===== config.mk =====
export PLATFORM = sky130hd
export DESIGN_NAME = prog_load_sequencer
export DESIGN_NICKNAME = d
export VERILOG_FILES = /design/src/rtl/prog_load_sequencer.sv
export SDC_FILE = /design/constraint.sdc
export NUM_CORES = 1
export LEC_CHECK = 0
export ABC_AREA = 1
export CAP_MARGIN = 20
export CORE_ASPECT_RATIO = 1.2
export CORE_MARGIN = 2
export CORE_UTILIZATION = 45
export CTS_CLUSTER_DIAMETER = 100
export DETAILED_ROUTE_END_ITERATION = 8
export PLACE_DENSITY = 0.71
export SYNTH_ARGS = -nofsm -noshare
export SYNTH_HDL_FRONTEND = slang
export SYNTH_SLANG_ARGS = --single-unit

===== constraint.sdc =====
create_clock -name clk -period 1.8 [get_ports clk]
set_input_delay 0.45 -clock clk [delete_from_list [all_inputs] [get_ports clk]]
set_output_delay 0.45 -clock clk [all_outputs]
set_load 0.02 [all_outputs]

===== src/rtl/prog_load_sequencer.sv =====
// Program-load sequencer: parses A5/count/data[/chk] byte frames into instruction-memory writes
// and holds the CPU in reset around the load. Optional checksum byte: `define PLOAD_CHECKSUM_EN.
module prog_load_sequencer #(
    parameter int MAX_WORDS   = 256,
    parameter int TIMEOUT_CYC = 1000000,
    parameter int HOLD_CYC    = 4
)(
    input  logic        clk,
    input  logic        pc_reset_n,
    input  logic [7:0]  rx_data,
    input  logic        rx_valid,
    output logic [15:0] bluetooth_addr,
    output logic [15:0] bluetooth_data,
    output logic        prog_ld,
    output logic        cpu_hold,
    output logic        load_done,
    output logic        load_error,
    output logic [15:0] words_loaded
);

    localparam int HW = (HOLD_CYC > 1) ? $clog2(HOLD_CYC) : 1;
    localparam int TW = (TIMEOUT_CYC > 1) ? $clog2(TIMEOUT_CYC) : 1;
    localparam logic [HW-1:0] HOLD_LAST = HW'(HOLD_CYC - 1);
    localparam logic [TW-1:0] TO_LAST   = TW'(TIMEOUT_CYC - 1);
    localparam logic [15:0]   MAXW      = 16'(MAX_WORDS);

    typedef enum logic [3:0] {
        S_IDLE, S_CNT_HI, S_CNT_LO, S_DATA_HI, S_DATA_LO,
`ifdef PLOAD_CHECKSUM_EN
        S_CHECK,
`endif
        S_ERROR, S_RELEASE
    } state_t;

    state_t          r_state;
    logic [HW-1:0]   r_hold_cnt;
    logic [TW-1:0]   r_to_cnt;
    logic [15:0]     r_addr;
    logic [15:0]     r_data;
    logic            r_prog_ld;
    logic            r_cpu_hold;
    logic            r_load_done;
    logic            r_load_error;
    logic [15:0]     r_words;
    logic [7:0]      r_cnt_hi;
    logic [15:0]     r_count;
    logic [7:0]      r_data_hi;
`ifdef PLOAD_CHECKSUM_EN
    logic [7:0]      r_chk;
`endif

    logic            w_header;
    logic [15:0]     w_cnt;
    logic            w_last_word;

    assign w_header    = rx_valid && (rx_data == 8'hA5);
    assign w_cnt       = {r_cnt_hi, rx_data};
    assign w_last_word = (r_words + 16'd1) == r_count;

    always_ff @(posedge clk or negedge pc_reset_n) begin
        if (!pc_reset_n) begin
            r_state      <= S_RELEASE;
            r_hold_cnt   <= '0;
            r_to_cnt     <= '0;
            r_addr       <= '0;
            r_data       <= '0;
            r_prog_ld    <= 1'b0;
            r_cpu_hold   <= 1'b1;
            r_load_done  <= 1'b0;
            r_load_error <= 1'b0;
            r_words      <= '0;
            r_cnt_hi     <= '0;
            r_count      <= '0;
            r_data_hi    <= '0;
`ifdef PLOAD_CHECKSUM_EN
            r_chk        <= '0;
`endif
        end else begin
            r_prog_ld   <= 1'b0;
            r_load_done <= 1'b0;
            // Address/count advance in the cycle after each write strobe.
            if (r_prog_ld) begin
                r_addr  <= r_addr + 16'd1;
                r_words <= r_words + 16'd1;
            end
            case (r_state)
                S_IDLE, S_ERROR: begin
                    if (w_header) begin
                        r_state      <= S_CNT_HI;
                        r_cpu_hold   <= 1'b1;
                        r_addr       <= '0;
                        r_words      <= '0;
                        r_load_error <= 1'b0;
                        r_to_cnt     <= '0;
`ifdef PLOAD_CHECKSUM_EN
                        r_chk        <= '0;
`endif
                    end
                end
                S_RELEASE: begin
                    if (r_hold_cnt == HOLD_LAST) begin
                        r_hold_cnt  <= '0;
                        r_cpu_hold  <= 1'b0;
                        r_load_done <= 1'b1;
                        r_state     <= S_IDLE;
                    end else begin
                        r_hold_cnt <= r_hold_cnt + 1'b1;
                    end
                end
                default: begin
                    // In-frame states: an arriving byte beats a same-cycle timeout.
                    if (rx_valid) begin
                        r_to_cnt <= '0;
                        case (r_state)
                            S_CNT_HI: begin
                                r_cnt_hi <= rx_data;
                                r_state  <= S_CNT_LO;
                            end
                            S_CNT_LO: begin
                                r_count <= w_cnt;
                                if (w_cnt == 16'd0 || w_cnt > MAXW) begin
                                    r_state      <= S_ERROR;
                                    r_load_error <= 1'b1;
                                end else begin
                                    r_state <= S_DATA_HI;
                                end
                            end
                            S_DATA_HI: begin
                                r_data_hi <= rx_data;
                                r_state   <= S_DATA_LO;
`ifdef PLOAD_CHECKSUM_EN
                                r_chk     <= r_chk ^ rx_data;
`endif
                            end
                            S_DATA_LO: begin
                                r_data    <= {r_data_hi, rx_data};
                                r_prog_ld <= 1'b1;
`ifdef PLOAD_CHECKSUM_EN
                                r_chk     <= r_chk ^ rx_data;
                                r_state   <= w_last_word ? S_CHECK : S_DATA_HI;
`else
                                r_hold_cnt <= '0;
                                r_state    <= w_last_word ? S_RELEASE : S_DATA_HI;
`endif
                            end
`ifdef PLOAD_CHECKSUM_EN
                            S_CHECK: begin
                                if (rx_data == r_chk) begin
                                    r_hold_cnt <= '0;
                                    r_state    <= S_RELEASE;
                                end else begin
                                    r_state      <= S_ERROR;
                                    r_load_error <= 1'b1;
                                end
                            end
`endif
                            default: ;
                        endcase
                    end else if (r_to_cnt == TO_LAST) begin
                        r_state      <= S_ERROR;
                        r_load_error <= 1'b1;
                    end else begin
                        r_to_cnt <= r_to_cnt + 1'b1;
                    end
                end
            endcase
        end
    end

    assign bluetooth_addr = r_addr;
    assign bluetooth_data = r_data;
    assign prog_ld        = r_prog_ld;
    assign cpu_hold       = r_cpu_hold;
    assign load_done      = r_load_done;
    assign load_error     = r_load_error;
    assign words_loaded   = r_words;

endmodule

==> results of run 1 <==
worst max path at each step:
| stage | end | slack, ns | cells after the start |
|---|---|---|---|
| 6_report | r_state[2] | -0.21 | 12 |
| 5_1_grt | r_state[2] | -0.33 | 12 |
| 4_1_cts | r_state[0] | -0.15 | 13 |
| 3_5_place_dp | r_to_cnt[8] | -0.51 | 11 |
| 3_3_place_gp | r_to_cnt[8] | -0.45 | 11 |
| 2_1_floorplan | bluetooth_addr[14] | -0.08 | 13 |
per-layer routing:
layer  part of all wire, %  up-vias  global-route usage (%)  routed length [µm]
li1                      -     2847                       -                   -
met2                    52      194                   45.28                9544
met3                   4.3       48                   4.255                 780
met1                    41     2914                   31.27                7427
met5                     0        -                       0                   0
met4                   2.8        0                   9.201                 520
kinds of logic after synthesis:
logic type | after synthesis | share of synthesized area (%)
xor+xnor | 20 | 3.258
buf+inv | 106 | 7.203
fa+ha+maj | 4 | 0.8575
flops | 109 | 46.80
compound gates | 109 | 10.76
simple gates | 388 | 31.13
per-stage QoR:
stage	power, mW	setup TNS [ns]	hold WS, ns
6_report	13.65	-0.7505	0.03752
5_1_grt	14.54	-1.859	0.05663
4_1_cts	12.92	-0.4200	0.04035
3_5_place_dp	10.44	-21.93	0.4241
3_3_place_gp	10.24	-20.01	0.4184
2_1_floorplan	7.515	-0.08482	0.1544
layout by cell type (no fill, tap or decap), types with 3 or more instances in the layout:
cell             count
buf_12               5
nor2_4              18
a22oi_2              3
nand3_4              4
o21ai_1              9
o21ai_2              4
nand3_1             37
nor4_2               3
nor3_2               6
inv_1               76
buf_6               15
nand2_1            177
a21oi_2              5
o211ai_1             6
clkbuf_16            9
dfrtp_1             99
nand3b_1             5
nand2_2             18
buf_4              142
nor2_1              45
inv_2               11
nor2_2              20
dlymetal6s2s_1      11
nand3_2             13
a21oi_1             20
xnor2_1              5
dfrtp_2              7
xor2_1              13
o21ai_0             52
clkdlybuf4s50_1      7
nand4_1             19
dlygate4sd2_1       43
nor4_4               4
dfstp_2              3
nor3_1               6
sequential cells by signal, indices dropped and copies added (netlist names), 3 cells and up:
register	flops
r_cnt_hi	8
r_data_hi	8
words_loaded	16
bluetooth_data	16
r_count	16
r_to_cnt	20
bluetooth_addr	16
r_state	3
final cells by class:
cell class	count	area (µm²)	share of cell area, %
clock buffers	11	242.7	2.799
clock inverters	5	60.06	0.6926
inverters	89	349.1	4.026
multi-input cells	521	3131	36.10
flip-flops and latches	109	2740	31.60
well taps	164	205.2	2.367
repair buffers	224	1934	22.31
repair inverters	1	8.758	0.1010
power by group through the flow:
stage | combinational (mW) | sequential [mW] | clock [mW]
finish | 7.47 | 4.12 | 2.06
global route | 8.13 | 4.23 | 2.18
CTS | 6.75 | 4.08 | 2.10
detailed placement | 6.33 | 4.11 | 0
global placement | 6.17 | 4.07 | 0
floorplan | 2.91 | 4.60 | 0
timing repair:
| item | in CTS | in global routing |
|---|---|---|
| cloned | 1 | 0 |
| gates resized for setup | 87 | 106 |
| pin swaps | 29 | 35 |
| endpoints found under the hold margin | 0 | 0 |
| setup endpoints to repair | 55 | 41 |
| buffers inserted | 29 | 18 |
==> flow_summary.yaml, run 1 <==
status:
  status: "complete, but fails checks"
  violations: "negative setup slack"
logic_synthesis:
  synthCells: 736
  async_flop_share_pct: 100.0
  synth_warnings: 0
  ys.flop_type: "dfrtp_1"
  synth_top_cell_area_share_pct: 45.44
  synth_area_leader_cell: "dfrtp_1"
  yosys-top-cells-area: "dfrtp_1, nand2_1, inv_1"
  synth_edf_count: 0
  yosysUniqueCellTypes: 48
  synth_fp_nets: 751
  yosysMostFrequentCell: "nand2_1"
  ys_seq_area_share_pct: 46.80
  syn_area_mm2: 0.005837
  synth.avg_cell_area_um2: 7.931
  ys_ff_latch: 109
  synth_common_cells: "nand2_1, dfrtp_1, inv_1"
placed_design:
  placedCellCount: 1070
  post_dp_cell_area_mm2: 0.007595
  routabilityCongestion: 0.8865
  pre_cts_slack_ns: -0.5102
  dp_hpwl_um: 12180
  numPortBuffers: 62
global_route:
  grt_max_degree: 32
  antenna_found_initial: 0
  grt-ovfl-total: 0
  grt_pass1_wl_um: 28010
  first_global_vias: 5911
  grt_usage_pct: 25.55
sta:
  max_freq_ghz: 0.4971
  rsz0062_at_grt: "true"
  setup_viol: 7
  finalHoldViolations: 0
  relSlewSlack_pct: 70.36
  finalMaxSlewViolations: 0
  finalWorstSetupSlack_ns: -0.2118
  fin_crit_ns: 2.012
  worstMarginPinSlew_ns: 0.4446
  fin_skew_ns: 0.004968
  min_period_over_period_pct: 111.8
power_and_ir_drop:
  sequentialPowerShare_pct: 30.2
  swShare_pct: 42.54
  internal_power_mw: 7.845
  combinationalPowerShare_pct: 54.7
  p_clk_share_pct: 15.1
  power_switching_mw: 5.808
  power_leakage_nw: 4.184
  power_density_mw_per_mm2: 1575
  vdd_drop_max_uv: 724.6
drt:
  drt_pass1_iterations: 5
  via_per_inst: 5.341
  wire_per_inst_um: 16.26
  via_count: 6003
  drt-total-wl_um: 18270
  drt_iter0_markers: 394
  ant_nets: 0
  drc: 0
layout:
  antennaDiodeCount: 0
  final_util_pct: 68.44
  area_growth_pct: 48.55
  drive_above_1_share_pct: 33.02
  fillers: 996
  stdcell_area_mm2: 0.008671
  num-nets-final: 970
  instances_no_fill: 1124
setup_path:
  path_buf_inv: 1
  reg2reg_depth: 12
  crit_start: "words_loaded[0]"
  start_kind: "flip-flop"
  cp.arrival_ns: 2.30
  path_class: "flip-flop to flip-flop"
  crit_path_frequent_cell: "nand2_1"
  path_cells: "ha_4 > buf_4 > xnor2_4 > or2_2 > nand4_1 > nor2_2 > nand2_2 > nor2_4 > nand3_2 > nand2_1 > nand2_1 > o21ai_2"
  r2r_start: "words_loaded[0]"
  cp_slowest_cell: "dfrtp_2"
  cp_slowest_stage_delay_ns: 0.45
  rr_endpoint: "r_state[2]"
  rrSetupSlack_ns: -0.21
  critical-path-top-delay-family: "simple AND/OR/NAND/NOR gates"
  worstPathMaxFanout: 4
  critPathRequiredTime_ns: 2.09
  cp-end-kind: "flip-flop"
floorplan:
  core_mm2: 0.01267
  ios: 63
  dieWidth_um: 108.0
  dieHeight_um: 128.8
  fp.dieArea_mm2: 0.01390
  rows: 45
  initial_core_util_pct: 46.07
clock_network:
  ctsLongestPathBuffers: 2
  cts-root-buf: "clkbuf_16"
  clk_pin_slew_ns: 0.07
  h-tree-depth: 3
  cts_sinks: 109
  holdBufCountCts: 0
  worstSkewPairLatency_ns: 0.35
  cts_tree: "yes"
  cts_buffers: 9
worst_hold_path:
  hold_class: "primary input to asynchronous set/reset pin"
flow_run:
  cap_viol_max_count: 0
No activity file was read; power rests on OpenSTA's default activity.
==> run 2: changes to the inputs <==
--- a/config.mk
+++ b/config.mk
@@ -7,12 +7,14 @@
 export LEC_CHECK = 0
 export ABC_AREA = 1
 export CAP_MARGIN = 20
+export CELL_PAD_IN_SITES_DETAIL_PLACEMENT = 1
+export CELL_PAD_IN_SITES_GLOBAL_PLACEMENT = 2
 export CORE_ASPECT_RATIO = 1.2
 export CORE_MARGIN = 2
-export CORE_UTILIZATION = 45
+export CORE_UTILIZATION = 30
 export CTS_CLUSTER_DIAMETER = 100
 export DETAILED_ROUTE_END_ITERATION = 8
-export PLACE_DENSITY = 0.71
+export PLACE_DENSITY = 0.78
 export SYNTH_ARGS = -nofsm -noshare
 export SYNTH_HDL_FRONTEND = slang
 export SYNTH_SLANG_ARGS = --single-unit
==> flow_summary.yaml, run 2 (same netlist as run 1, synthesis figures left out) <==
clock_network:
  h-tree-depth: 3
  cts_buffers: 9
  cts-root-buf: "clkbuf_16"
  ctsLongestPathBuffers: 2
  worstSkewPairLatency_ns: 0.37
  cts_sinks: 109
  cts_tree: "yes"
  clk_pin_slew_ns: 0.09
layout:
  num-nets-final: 996
  drive_above_1_share_pct: 36.51
  regMostFlops: "r_to_cnt"
  final_util_pct: 48.11
  mostFrequentLayoutCells: "nand2_1, buf_4, dfrtp_1"
  fillers: 2278
  instances_no_fill: 1242
  area_growth_pct: 56.55
  antennaDiodeCount: 0
  largest_reg_flops: 20
sta:
  relSlewSlack_pct: 67.79
  finalWorstSetupSlack_ns: -0.2442
  finalHoldViolations: 0
  fin_crit_ns: 2.044
  rsz0062_at_grt: "true"
  max_freq_ghz: 0.4892
  finalMaxSlewViolations: 0
  min_period_over_period_pct: 113.6
  worstMarginPinSlew_ns: 0.4832
  setup_viol: 23
  fin_skew_ns: 0.01139
setup_path:
  path_class: "flip-flop to flip-flop"
  cp_slowest_cell: "dfrtp_2"
  rrSetupSlack_ns: -0.24
  cp-end-kind: "flip-flop"
  path_cells: "buf_4 > nand2_1 > nor2_4 > buf_4 > nand2_2 > nand3b_1 > nand2_1 > nand3_2 > nor2_4 > nand2_2 > nor2_4 > nand2_1 > nand2_1 > nand2_1 > nand2_2 > a21oi_2"
  reg2reg_depth: 16
  cp_slowest_stage_delay_ns: 0.44
  r2r_start: "words_loaded[1]"
  worstPathMaxFanout: 8
  crit_path_frequent_cell: "nand2_1"
  critPathRequiredTime_ns: 2.06
  rr_endpoint: "r_state[0]"
  cp.arrival_ns: 2.31
  start_kind: "flip-flop"
status:
  violations: "negative setup slack"
  status: "complete, but fails checks"
global_route:
  grt_pass1_wl_um: 32340
  grt_usage_pct: 19.55
  antenna_found_initial: 0
  first_global_vias: 6427
  grt-ovfl-total: 0
  grt_max_degree: 38
floorplan:
  core_mm2: 0.01899
  fp.dieArea_mm2: 0.02059
  initial_core_util_pct: 30.73
  dieWidth_um: 131.3
  dieHeight_um: 156.8
  rows: 55
  ios: 63
power_and_ir_drop:
  power_leakage_nw: 4.424
  fin_total_pwr_mw: 14.58
  power_density_mw_per_mm2: 1596
  vdd_drop_max_uv: 722.3
placed_design:
  numPortBuffers: 62
  dp_hpwl_um: 14650
  routabilityCongestion: 0.8213
  placedCellCount: 1173
drt:
  drt_pass1_iterations: 6
  via_per_inst: 4.921
  wire_per_inst_um: 17.48
  drt-total-wl_um: 21720
  ant_nets: 0
  via_count: 6112
  drc: 0
  drt_iter0_markers: 247
flow_run:
  cap_viol_max_count: 0
worst_hold_path:
  hold_class: "primary input to asynchronous set/reset pin"
-- run 2: cell types whose count changed in the layout (fill, tap and decap cells not counted), sizes merged --
cell / delta
bufinv: -1
clkinvlp: -1
dlygate4sd3: +1
inv: +3
buf: +26
dlymetal6s2s: +1
clkdlybuf4s15: +1
dlygate4sd2: +2
clkdlybuf4s50: -6
-- run 2: worst max-delay path: cells and delay by family (launching register included) --
kind            cells  cell delay [ns]
simple gates       13             1.14
flops               1             0.44
buf+inv             2             0.30
compound gates      1             0.05
-- run 2: power breakdown --
group	internal (mW)	switching [mW]
Sequential	3.35	0.836
Clock	1.02	1.14
Combinational	3.78	4.45
Total	8.15	6.43
-- run 2: layout make-up --
| type | instances | area [µm²] | share of cell area [%] |
|---|---|---|---|
| Clock buffer | 9 | 225.2 | 2.465 |
| Sequential cell | 109 | 2743 | 30.02 |
| Tap cell | 256 | 320.3 | 3.505 |
| Clock inverter | 7 | 91.34 | 0.9996 |
| Multi-Input combinational cell | 521 | 3249 | 35.56 |
| Timing Repair Buffer | 251 | 2155 | 23.58 |
| Inverter | 89 | 354.1 | 3.875 |
-- run 2: worst max-delay path by stage --
| stage | startpoint | endpoint | cells after the start |
|---|---|---|---|
| 4_1_cts | words_loaded[0] | r_state[0] | 12 |
| 3_3_place_gp | rx_data[3] | r_to_cnt[17] | 11 |
| 6_report | words_loaded[1] | r_state[0] | 16 |
| 2_1_floorplan | bluetooth_addr[0] | bluetooth_addr[14] | 13 |
| 3_5_place_dp | rx_data[3] | r_to_cnt[17] | 11 |
| 5_1_grt | words_loaded[1] | r_state[0] | 16 |
-- run 2: stage by stage --
stage          setup TNS [ns]  cell area (µm²)  hold slack, ns  setup WS (ns)
2_1_floorplan        -0.08482             5854          0.1544       -0.08482
3_3_place_gp           -24.25             7792          0.2882        -0.5041
3_5_place_dp           -26.91             7792          0.2860        -0.5702
4_1_cts               -0.7075             8509          0.4400        -0.2127
5_1_grt                -5.131             9138          0.4754        -0.3438
6_report               -2.082             9138          0.4524        -0.2442
-- run 2: what timing repair did --
action,CTS,global route
pin swaps,27,52
cloned,0,1
hold buffers,1,0
buffers inserted,25,28
gates resized for setup,112,121
hold endpoints to repair,5,0
endpoints found under the setup margin,70,50
-- run 2: per-layer routing --
metal  up-vias  track usage [%]  routed length (µm)
met3        35            2.106                 632
met4         0            6.004                 460
met2       129            36.44               11420
met5         -                0                   0
li1       2894                -                   -
met1      3054            23.75                9198
==> run 3: changes to the inputs <==
--- a/config.mk
+++ b/config.mk
@@ -12,9 +12,9 @@
 export CORE_ASPECT_RATIO = 1.2
 export CORE_MARGIN = 2
 export CORE_UTILIZATION = 30
-export CTS_CLUSTER_DIAMETER = 100
 export DETAILED_ROUTE_END_ITERATION = 8
 export PLACE_DENSITY = 0.78
+export SLEW_MARGIN = 20
 export SYNTH_ARGS = -nofsm -noshare
 export SYNTH_HDL_FRONTEND = slang
 export SYNTH_SLANG_ARGS = --single-unit
==> results of run 3 <==
The final DEF is identical to that of run 2; final timing and power are the same.
